## src/rtl/if_stage_pkg.sv

```systemverilog
// Shared core definitions for the instruction fetch stage: FSM states,
// default boot address and PC arithmetic.
package if_stage_pkg;

  typedef enum logic [1:0] {
    IDLE,
    REQ,
    WAIT
  } fetch_state_t;

  localparam logic [31:0] DEFAULT_BOOT_ADDR = 32'h0000_0000;

  // Sequential fetch step; wraps modulo 2^32.
  function automatic logic [31:0] next_pc(input logic [31:0] pc);
    return pc + 32'd4;
  endfunction

endpackage

```

## src/rtl/if_stage_fetch_fifo.sv

```systemverilog
// Small power-of-two FIFO holding fetched {pc, instr} pairs.
// Flush empties it in one cycle; push and pop together on a full FIFO is legal.
module fetch_fifo #(
  parameter int unsigned DEPTH = 2,
  parameter int unsigned WIDTH = 64
) (
  input  logic                       clk,
  input  logic                       rst,
  input  logic                       push,
  input  logic                       pop,
  input  logic                       flush,
  input  logic [WIDTH-1:0]           wdata,
  output logic [WIDTH-1:0]           rdata,
  output logic                       full,
  output logic                       empty,
  output logic [$clog2(DEPTH):0]     count
);

  localparam int unsigned AW = $clog2(DEPTH);
  localparam logic [AW:0] FULL_CNT = (AW + 1)'(DEPTH);

  logic [WIDTH-1:0] mem [DEPTH];
  logic [AW-1:0]    rd_ptr;
  logic [AW-1:0]    wr_ptr;
  logic             do_push;
  logic             do_pop;

  assign full    = (count == FULL_CNT);
  assign empty   = (count == '0);
  assign do_pop  = pop && !empty;
  assign do_push = push && (!full || do_pop);
  assign rdata   = mem[rd_ptr];

  always_ff @(posedge clk or posedge rst) begin
    if (rst) begin
      rd_ptr <= '0;
      wr_ptr <= '0;
      count  <= '0;
      for (int i = 0; i < DEPTH; i++) mem[i] <= '0;
    end else if (flush) begin
      rd_ptr <= '0;
      wr_ptr <= '0;
      count  <= '0;
    end else begin
      if (do_push) begin
        mem[wr_ptr] <= wdata;
        wr_ptr      <= wr_ptr + AW'(1);
      end
      if (do_pop) rd_ptr <= rd_ptr + AW'(1);
      case ({do_push, do_pop})
        2'b10:   count <= count + (AW + 1)'(1);
        2'b01:   count <= count - (AW + 1)'(1);
        default: count <= count;
      endcase
    end
  end

endmodule

```

## src/rtl/if_stage.sv

```systemverilog
// Instruction fetch stage: single-outstanding memory requester feeding a
// small buffer towards decode, with branch redirect and stale-response dropping.
module if_stage
  import if_stage_pkg::*;
#(
  parameter logic [31:0] BOOT_ADDR  = DEFAULT_BOOT_ADDR,
  parameter int unsigned FIFO_DEPTH = 2
) (
  input  logic        clk,
  input  logic        rst_i,
  input  logic        halt_i,
  input  logic        branch_i,
  input  logic [31:0] branch_target_i,
  output logic        mem_req_o,
  output logic [31:0] mem_addr_o,
  input  logic        mem_gnt_i,
  input  logic        mem_rvalid_i,
  input  logic [31:0] mem_rdata_i,
  output logic [31:0] instr_o,
  output logic [31:0] pc_o,
  output logic        valid_o,
  input  logic        ready_i
);

  localparam int unsigned CW = $clog2(FIFO_DEPTH) + 1;
  localparam logic [CW:0] DEPTH_L = (CW + 1)'(FIFO_DEPTH);

  fetch_state_t  state;
  logic [31:0]   fetch_pc;
  logic          drop;
  logic          push;
  logic          pop;
  logic          full;
  logic          empty;
  logic [CW-1:0] count;
  logic [63:0]   head;
  logic [CW:0]   occ_next;
  logic          can_fetch;
  logic [31:0]   next_addr;

  assign push      = (state == WAIT) && mem_rvalid_i && !drop && !branch_i && (!full || pop);
  assign pop       = valid_o && ready_i && !branch_i;
  assign valid_o   = !empty;
  assign instr_o   = head[31:0];
  assign pc_o      = head[63:32];
  assign next_addr = branch_i ? branch_target_i : fetch_pc;

  // Occupancy after this edge; a new request is only issued if its response
  // is guaranteed a slot.
  always_comb begin
    occ_next = {1'b0, count};
    if (branch_i) begin
      occ_next = '0;
    end else begin
      if (push) occ_next = occ_next + (CW + 1)'(1);
      if (pop)  occ_next = occ_next - (CW + 1)'(1);
    end
    can_fetch = !halt_i && (occ_next < DEPTH_L);
  end

  fetch_fifo #(
    .DEPTH (FIFO_DEPTH),
    .WIDTH (64)
  ) u_fifo (
    .clk   (clk),
    .rst   (rst_i),
    .push  (push),
    .pop   (pop),
    .flush (branch_i),
    .wdata ({mem_addr_o, mem_rdata_i}),
    .rdata (head),
    .full  (full),
    .empty (empty),
    .count (count)
  );

  always_ff @(posedge clk or posedge rst_i) begin
    if (rst_i) begin
      state      <= IDLE;
      fetch_pc   <= BOOT_ADDR;
      mem_addr_o <= BOOT_ADDR;
      mem_req_o  <= 1'b0;
      drop       <= 1'b0;
    end else begin
      if (branch_i) fetch_pc <= branch_target_i;
      unique case (state)
        IDLE: begin
          if (can_fetch) begin
            state      <= REQ;
            mem_req_o  <= 1'b1;
            mem_addr_o <= next_addr;
          end
        end
        REQ: begin
          // The old address must still be granted; its response is dropped later.
          if (branch_i) drop <= 1'b1;
          if (mem_gnt_i) begin
            state     <= WAIT;
            mem_req_o <= 1'b0;
            if (!branch_i && !drop) fetch_pc <= next_pc(mem_addr_o);
          end
        end
        WAIT: begin
          if (mem_rvalid_i) begin
            drop <= 1'b0;
            if (can_fetch) begin
              state      <= REQ;
              mem_req_o  <= 1'b1;
              mem_addr_o <= next_addr;
            end else begin
              state <= IDLE;
            end
          end else if (branch_i) begin
            drop <= 1'b1;
          end
        end
        default: state <= IDLE;
      endcase
    end
  end

endmodule

```

## config.mk

```make
export PLATFORM = sky130hd
export DESIGN_NAME = if_stage
export DESIGN_NICKNAME = d
export VERILOG_FILES = /design/src/rtl/if_stage_pkg.sv /design/src/rtl/if_stage_fetch_fifo.sv /design/src/rtl/if_stage.sv
export SDC_FILE = /design/constraint.sdc
export NUM_CORES = 1
export LEC_CHECK = 0
export BUFFER_PORTS_ARGS = -buffer_cell sky130_fd_sc_hd__buf_4
export CAP_MARGIN = 20
export CORE_ASPECT_RATIO = 1.1
export CORE_UTILIZATION = 45
export DETAILED_ROUTE_END_ITERATION = 10
export GPL_TIMING_DRIVEN = 0
export PLACE_DENSITY = 0.66
export SETUP_SLACK_MARGIN = 0.4
export SYNTH_ARGS = -nofsm -noshare
export SYNTH_HDL_FRONTEND = slang
export SYNTH_HIERARCHICAL = 1
export SYNTH_SLANG_ARGS = --single-unit
```

## constraint.sdc

```tcl
create_clock -name clk -period 4.05 [get_ports clk]
set_input_delay 0.2025 -clock clk [delete_from_list [all_inputs] [get_ports clk]]
set_output_delay 0.2025 -clock clk [all_outputs]
set_load 0.005 [all_outputs]
```

==> impl_metrics.tcl, run 1 <==
set metrics [dict create \
    status "finished, final reports clean" \
    vias 8292 \
    rsz0062_at_grt "false" \
    final_common_cell "dfrtp_1" \
    grt-ovfl-total 0 \
    grt_usage_pct 23.5 \
    ys_seq_elements 200 \
    insertion_delay_ns 0.43 \
    ios 169 \
    die_h_um 164 \
    worst_slew_pin_slew_ns 0.929 \
    final_cells 1484 \
    synthDistinctLibCells 51 \
    fin_skew_ns 0.0103 \
    synthFlopType "dfrtp_1" \
    dp_hpwl_um 19700 \
    diodes 0 \
    grtUsageMet3_pct 3.44 \
    async_flop_share_pct 100 \
    antenna_found_initial 0 \
    clockBufferDepth 2 \
    htree_levels 4 \
    post_route_cells_drive_above_1_share_pct 38.7 \
    netlist_area_um2 10700 \
    use_met2_pct 40.0 \
    required_ns 4.41 \
    cts_setup_buffers 0 \
    dpl.cell_count 1426 \
    synth_edf_count 0 \
    cap_violations 0 \
    startpoint_type "flip-flop" \
    cellPowerDensity_nw_per_um2 598 \
    syn_area_per_cell_um2 11.2 \
    grt_pass1_wl_um 44300 \
    worst_slack_ns 0.712 \
    ant_nets 0 \
    setup_viol 0 \
    numPortBuffers 168 \
    grt_max_degree 69 \
    seq_area_frac_synth_pct 46.9 \
    timing_worst_setup_path_type "flip-flop to flip-flop" \
    cts_tree "yes" \
    syn-instance-count 954 \
    clk_pin_slew_ns 0.08 \
    dieArea_um2 24300 \
    hold_viol_final 0 \
    fp.coreArea_um2 23100 \
    min_path_cells 2 \
    wire_per_inst_um 18.9 \
    cts_root_buf "clkbuf_16" \
    total_power_uw 7930 \
    drt-initial-drc-count 694 \
    seq_area_um2 5000 \
    top_usage_layer "met2" \
    routed_wirelength_um 28000 \
    fin_nets 1250 \
    fillCellCount 2008 \
    hold_class "input port to flip-flop" \
    ir_drop_mv 0.278 \
    gp_congestion 0.852 \
    fin_util_pct 57.5 \
    worstRegToRegCells 13 \
    avgViaCountPerCell 5.59 \
    yosysWarnings 6 \
    critPathCaptureType "flip-flop" \
    cts_made_buffers 17 \
    finalSetupTns_ns 0 \
    final_cell_mix "200 x dfrtp_1, 169 x buf_4, 165 x mux2_2, 74 x nand2_1, 74 x nand3_1" \
    die_w_um 149 \
    multiInputGateArea_um2 5270 \
    synth.net_count 1033 \
    fmax_mhz 300 \
    grtUsageMet1_pct 30.9 \
    fin_crit_ns 3.34 \
    start_util_pct 46.3 \
    report.final.slew_viol_count 0 \
    p_leak_uw 0.00630 \
    num_rows 58 \
    slew_headroom_pct 37.8 \
    final.period_utilization_pct 82.4 \
    syn_to_final_growth_pct 24.3 \
    cp_max_fo 10 \
    cts_sinks 200 \
    pre_cts_ws_ns 0.571 \
    drc_errors 0 \
    drtPass1Iterations 6 \
    grt_pass1_vias 8263 \
    cp_data_arrival_time_ns 3.69 \
]
## area by class of cell
| class | instances | share of cell area, % |
|---|---|---|
| Buffer | 71 | 2.61 |
| Timing Repair Buffer | 198 | 12.1 |
| Sequential cell | 200 | 37.7 |
| Clock inverter | 14 | 1.19 |
| Multi-Input combinational cell | 668 | 39.7 |
| Clock buffer | 18 | 3.31 |
| Tap cell | 300 | 2.83 |
| Inverter | 15 | 0.471 |
## through the flow
step,hold slack [ns],area [um2]
floorplan,0.269,10700
global placement,0.435,12300
detailed placement,0.336,12400
CTS,0.000106,13300
global route,0.00213,13300
finish,0.0128,13300
## state kept, by name, summed over array words and instances (netlist names), 2 cells and up
| signal | flops |
|---|---|
| state | 2 |
| fetch_pc | 32 |
| mem_addr_o | 32 |
| u_fifo/count | 2 |
| u_fifo/mem | 128 |
## critical path: stages (launching register included)
cell and delay, ns:
dfrtp_1 0.43, inv_1 0.12, ha_1 0.15, buf_4 0.16
nand4bb_4 0.17, a21oi_2 0.39, mux2i_1 0.25, ha_1 0.25
nand2_1 0.06, o32a_1 0.25, buf_2 0.30, clkbuf_1 0.46
nand3_1 0.13, nand3_1 0.12
## synthesized netlist by cell type, types with 7 or more instances
cell type / instances / area (um2)
buf_2: 19 / 95.1
inv_1: 15 / 56.3
mux2_4: 49 / 736
a31oi_1: 33 / 206
nor4_1: 9 / 56.3
or3_1: 33 / 206
nand3_1: 74 / 370
nor3_1: 8 / 40.0
mux2_2: 165 / 1860
nor2_1: 29 / 109
buf_6: 7 / 78.8
clkbuf_1: 38 / 143
nand2_1: 74 / 278
xnor2_1: 22 / 193
xor2_1: 7 / 61.3
nand2b_1: 18 / 113
o21ai_0: 44 / 220
mux2i_1: 10 / 100
a21o_1: 12 / 90.1
ha_1: 8 / 100
dfrtp_1: 200 / 5000
a21oi_1: 21 / 105
## where the power goes
| group | internal [uW] | leakage (uW) | total [uW] | switching (uW) |
|---|---|---|---|---|
| Sequential | 2530 | 0.00261 | 3160 | 631 |
| Clock | 896 | 0.000291 | 1720 | 824 |
| Combinational | 1750 | 0.00339 | 3050 | 1310 |
| Total | 5170 | 0.00630 | 7930 | 2760 |
## layer usage
metal | share of wire [%] | wire length (um) | up-vias
met5 | 0 | 0 | -
met4 | 1.8 | 492 | 0
met3 | 5.8 | 1620 | 36
met2 | 49 | 13600 | 316
met1 | 44 | 12200 | 4078
li1 | - | - | 3862
## repair_timing
action                                  in CTS  in global routing
gates resized for setup                      0                  1
endpoints found under the setup margin       0                 89
hold buffers                                26                  0
endpoints found under the hold margin      135                  0
## cell families after synthesis
| logic type | Yosys count | synth area share [%] |
|---|---|---|
| AOI/OAI and AO/OA | 138 | 7.84 |
| xor gates and xnor gates | 29 | 2.38 |
| adders and majority gates | 8 | 0.937 |
| buffers and inverters | 86 | 3.77 |
| DFF | 200 | 46.9 |
| muxes | 224 | 25.2 |
| and+or+nand+nor | 269 | 13.0 |
## final timing paths
check / start / endpoint / slack (ns)
hold reg to reg: u_fifo/mem[113] / u_fifo/mem[113] / 0.50
min in group asynchronous: rst_i / mem_addr_o[20] / 0.42
hold / removal: mem_rdata_i[29] / u_fifo/mem[93] / 0.01
max in group asynchronous: rst_i / u_fifo/mem[19] / 2.68
setup / recovery: state[0] / mem_addr_o[25] / 0.71
setup reg to reg: state[0] / mem_addr_o[25] / 0.71
(Power assumes the default switching activity.)
==> run 2: changes to the inputs <==
==> constraint.sdc (replaced) <==
create_clock -name clk -period 3.1 [get_ports clk]
set_input_delay 0.155 -clock clk [delete_from_list [all_inputs] [get_ports clk]]
set_output_delay 0.155 -clock clk [all_outputs]
set_load 0.005 [all_outputs]
==> run 2 against run 1 <==
Effect of this change:
- die area unchanged
- critical path depth decreased by 1
- clock skew about the same
- highest routed layer unchanged
- sequential share of layout area decreased by 1.7 points
- via count increased by 2.9%
- power increased by 34%
==> impl_metrics.tcl, run 2 (same netlist as run 1, synthesis figures left out) <==
set metrics [dict create \
    cts_root_buf "clkbuf_16" \
    clockBufferDepth 2 \
    start_util_pct 46.3 \
    finalSetupTns_ns 0 \
    crit_buf_inv 3 \
    status "finished, final reports clean" \
    grt_pass1_wl_um 45800 \
    drt-initial-drc-count 666 \
    fin_skew_ns 0.0107 \
    regMostFlops "u_fifo/mem" \
    timing_worst_setup_path_type "flip-flop to flip-flop" \
    critPathCaptureType "flip-flop" \
    top_regs "u_fifo/mem x128, fetch_pc x32, mem_addr_o x32" \
    fin_nets 1292 \
    grt_max_degree 50 \
    vias 8533 \
    cp_slowest_cell "or4_4" \
    setup_viol 0 \
    pre_cts_ws_ns -0.122 \
    numPortBuffers 168 \
    fin_crit_ns 2.67 \
    startpoint_type "flip-flop" \
    fillCellCount 1933 \
    worst_slew_pin_slew_ns 0.921 \
    num_rows 58 \
    gp_congestion 0.843 \
    wire_per_inst_um 19.3 \
    fmax_mhz 374 \
    dpl.cell_count 1426 \
    largest_reg_flops 128 \
    final_common_cell "dfrtp_1" \
    dp_hpwl_um 20000 \
    grt-ovfl-total 0 \
    htree_levels 4 \
    worst_slack_ns 0.426 \
    grt_usage_pct 24.3 \
    diodes 0 \
    cellPowerDensity_nw_per_um2 764 \
    cp_max_fo 7 \
    hold_viol_final 0 \
    hold_class "input port to flip-flop" \
    crit_top_cell "buf_6" \
    required_ns 3.46 \
    slowest_delay_ns 0.47 \
    cp_data_arrival_time_ns 3.04 \
    report.final.slew_viol_count 0 \
    multiInputGateArea_um2 5460 \
    slew_headroom_pct 38.4 \
    ir_drop_mv 0.319 \
    final.period_utilization_pct 86.2 \
    ant_nets 0 \
    dieArea_um2 24300 \
    ios 169 \
    routed_wirelength_um 29500 \
    cap_violations 0 \
    cp_cell_sequence "inv_2 -> ha_4 -> buf_6 -> nand4bb_4 -> a21oi_4 -> mux2i_1 -> ha_2 -> nand2_2 -> o32a_4 -> buf_6 -> or4_4 -> o211ai_1" \
    insertion_delay_ns 0.44 \
    regToRegSetupSlack_ns 0.43 \
    die_h_um 164 \
    rsz0062_at_grt "true" \
    cts_sinks 200 \
    final_cells 1526 \
    final_cell_mix "199 x dfrtp_1, 183 x buf_4, 165 x mux2_2, 74 x nand3_1, 73 x nand2_1" \
    avgViaCountPerCell 5.59 \
    drc_errors 0 \
    die_w_um 149 \
    seq_area_um2 5010 \
    drtPass1Iterations 5 \
    path_delay_family "simple AND/OR/NAND/NOR gates" \
    antenna_found_initial 0 \
    fin_util_pct 60.2 \
    syn_to_final_growth_pct 30.2 \
    grt_pass1_vias 8454 \
    clk_pin_slew_ns 0.08 \
    fp.coreArea_um2 23100 \
    cts_tree "yes" \
    cts_made_buffers 17 \
    p_leak_uw 0.00656 \
    post_route_cells_drive_above_1_share_pct 41.0 \
]
run 2: final cells by class:
cell class	count	area share [%]
clock buffer	18	3.09
buffer	71	3.01
multi-input combinational	668	39.3
sequential	200	36.0
clock inverter	14	1.13
inverter	15	0.450
tap	300	2.70
timing repair buffer	240	14.3
run 2: what timing repair did:
item / 4_1_cts / 5_1_grt
gates resized for setup: 13 / 58
pin swaps: 1 / 6
buffers inserted: 7 / 7
hold endpoints to repair: 139 / 0
hold buffers: 52 / 0
cloned: 0 / 2
setup endpoints to repair: 112 / 149
run 2: path summary, 6_finish.rpt:
| path | cells after the start | endpoint | from |
|---|---|---|---|
| min in group asynchronous | 3 | mem_addr_o[20] | rst_i |
| max reg2reg | 12 | state[1] | state[0] |
| min reg2reg | 1 | u_fifo/mem[9] | u_fifo/mem[9] |
| max in group asynchronous | 5 | u_fifo/mem[98] | rst_i |
| min | 2 | u_fifo/count[0] | branch_i |
| max | 12 | state[1] | state[0] |
run 2: report_power, final:
part	internal (uW)	switching, uW
logic	2410	1800
registers	3300	866
clock network	1150	1090
run 2: per-stage QoR:
stage	instance area (um2)	total power [uW]	hold slack, ns
4_1_cts	13600	10500	0.00466
3_5_place_dp	12400	8110	0.153
6_report	13900	10600	0.0391
3_3_place_gp	12300	8000	0.389
2_1_floorplan	10700	6290	0.221
5_1_grt	13900	11200	0.0371
run 2: routing by layer:
layer	vias to the layer above	global-route usage (%)	routed length [um]
met5	-	0	0
met4	0	8.53	623
met3	57	3.24	1570
met2	316	40.8	14500
met1	4206	32.3	12800
li1	3954	-	-
run 2: worst reg2reg max path, cell delays in order, from the launching register on:
cell and delay (ns):
dfrtp_1 0.39, inv_2 0.09, ha_4 0.13, buf_6 0.12, nand4bb_4 0.16, a21oi_4 0.22, mux2i_1 0.11, ha_2 0.34
nand2_2 0.05, o32a_4 0.26, buf_6 0.16, or4_4 0.47, o211ai_1 0.09
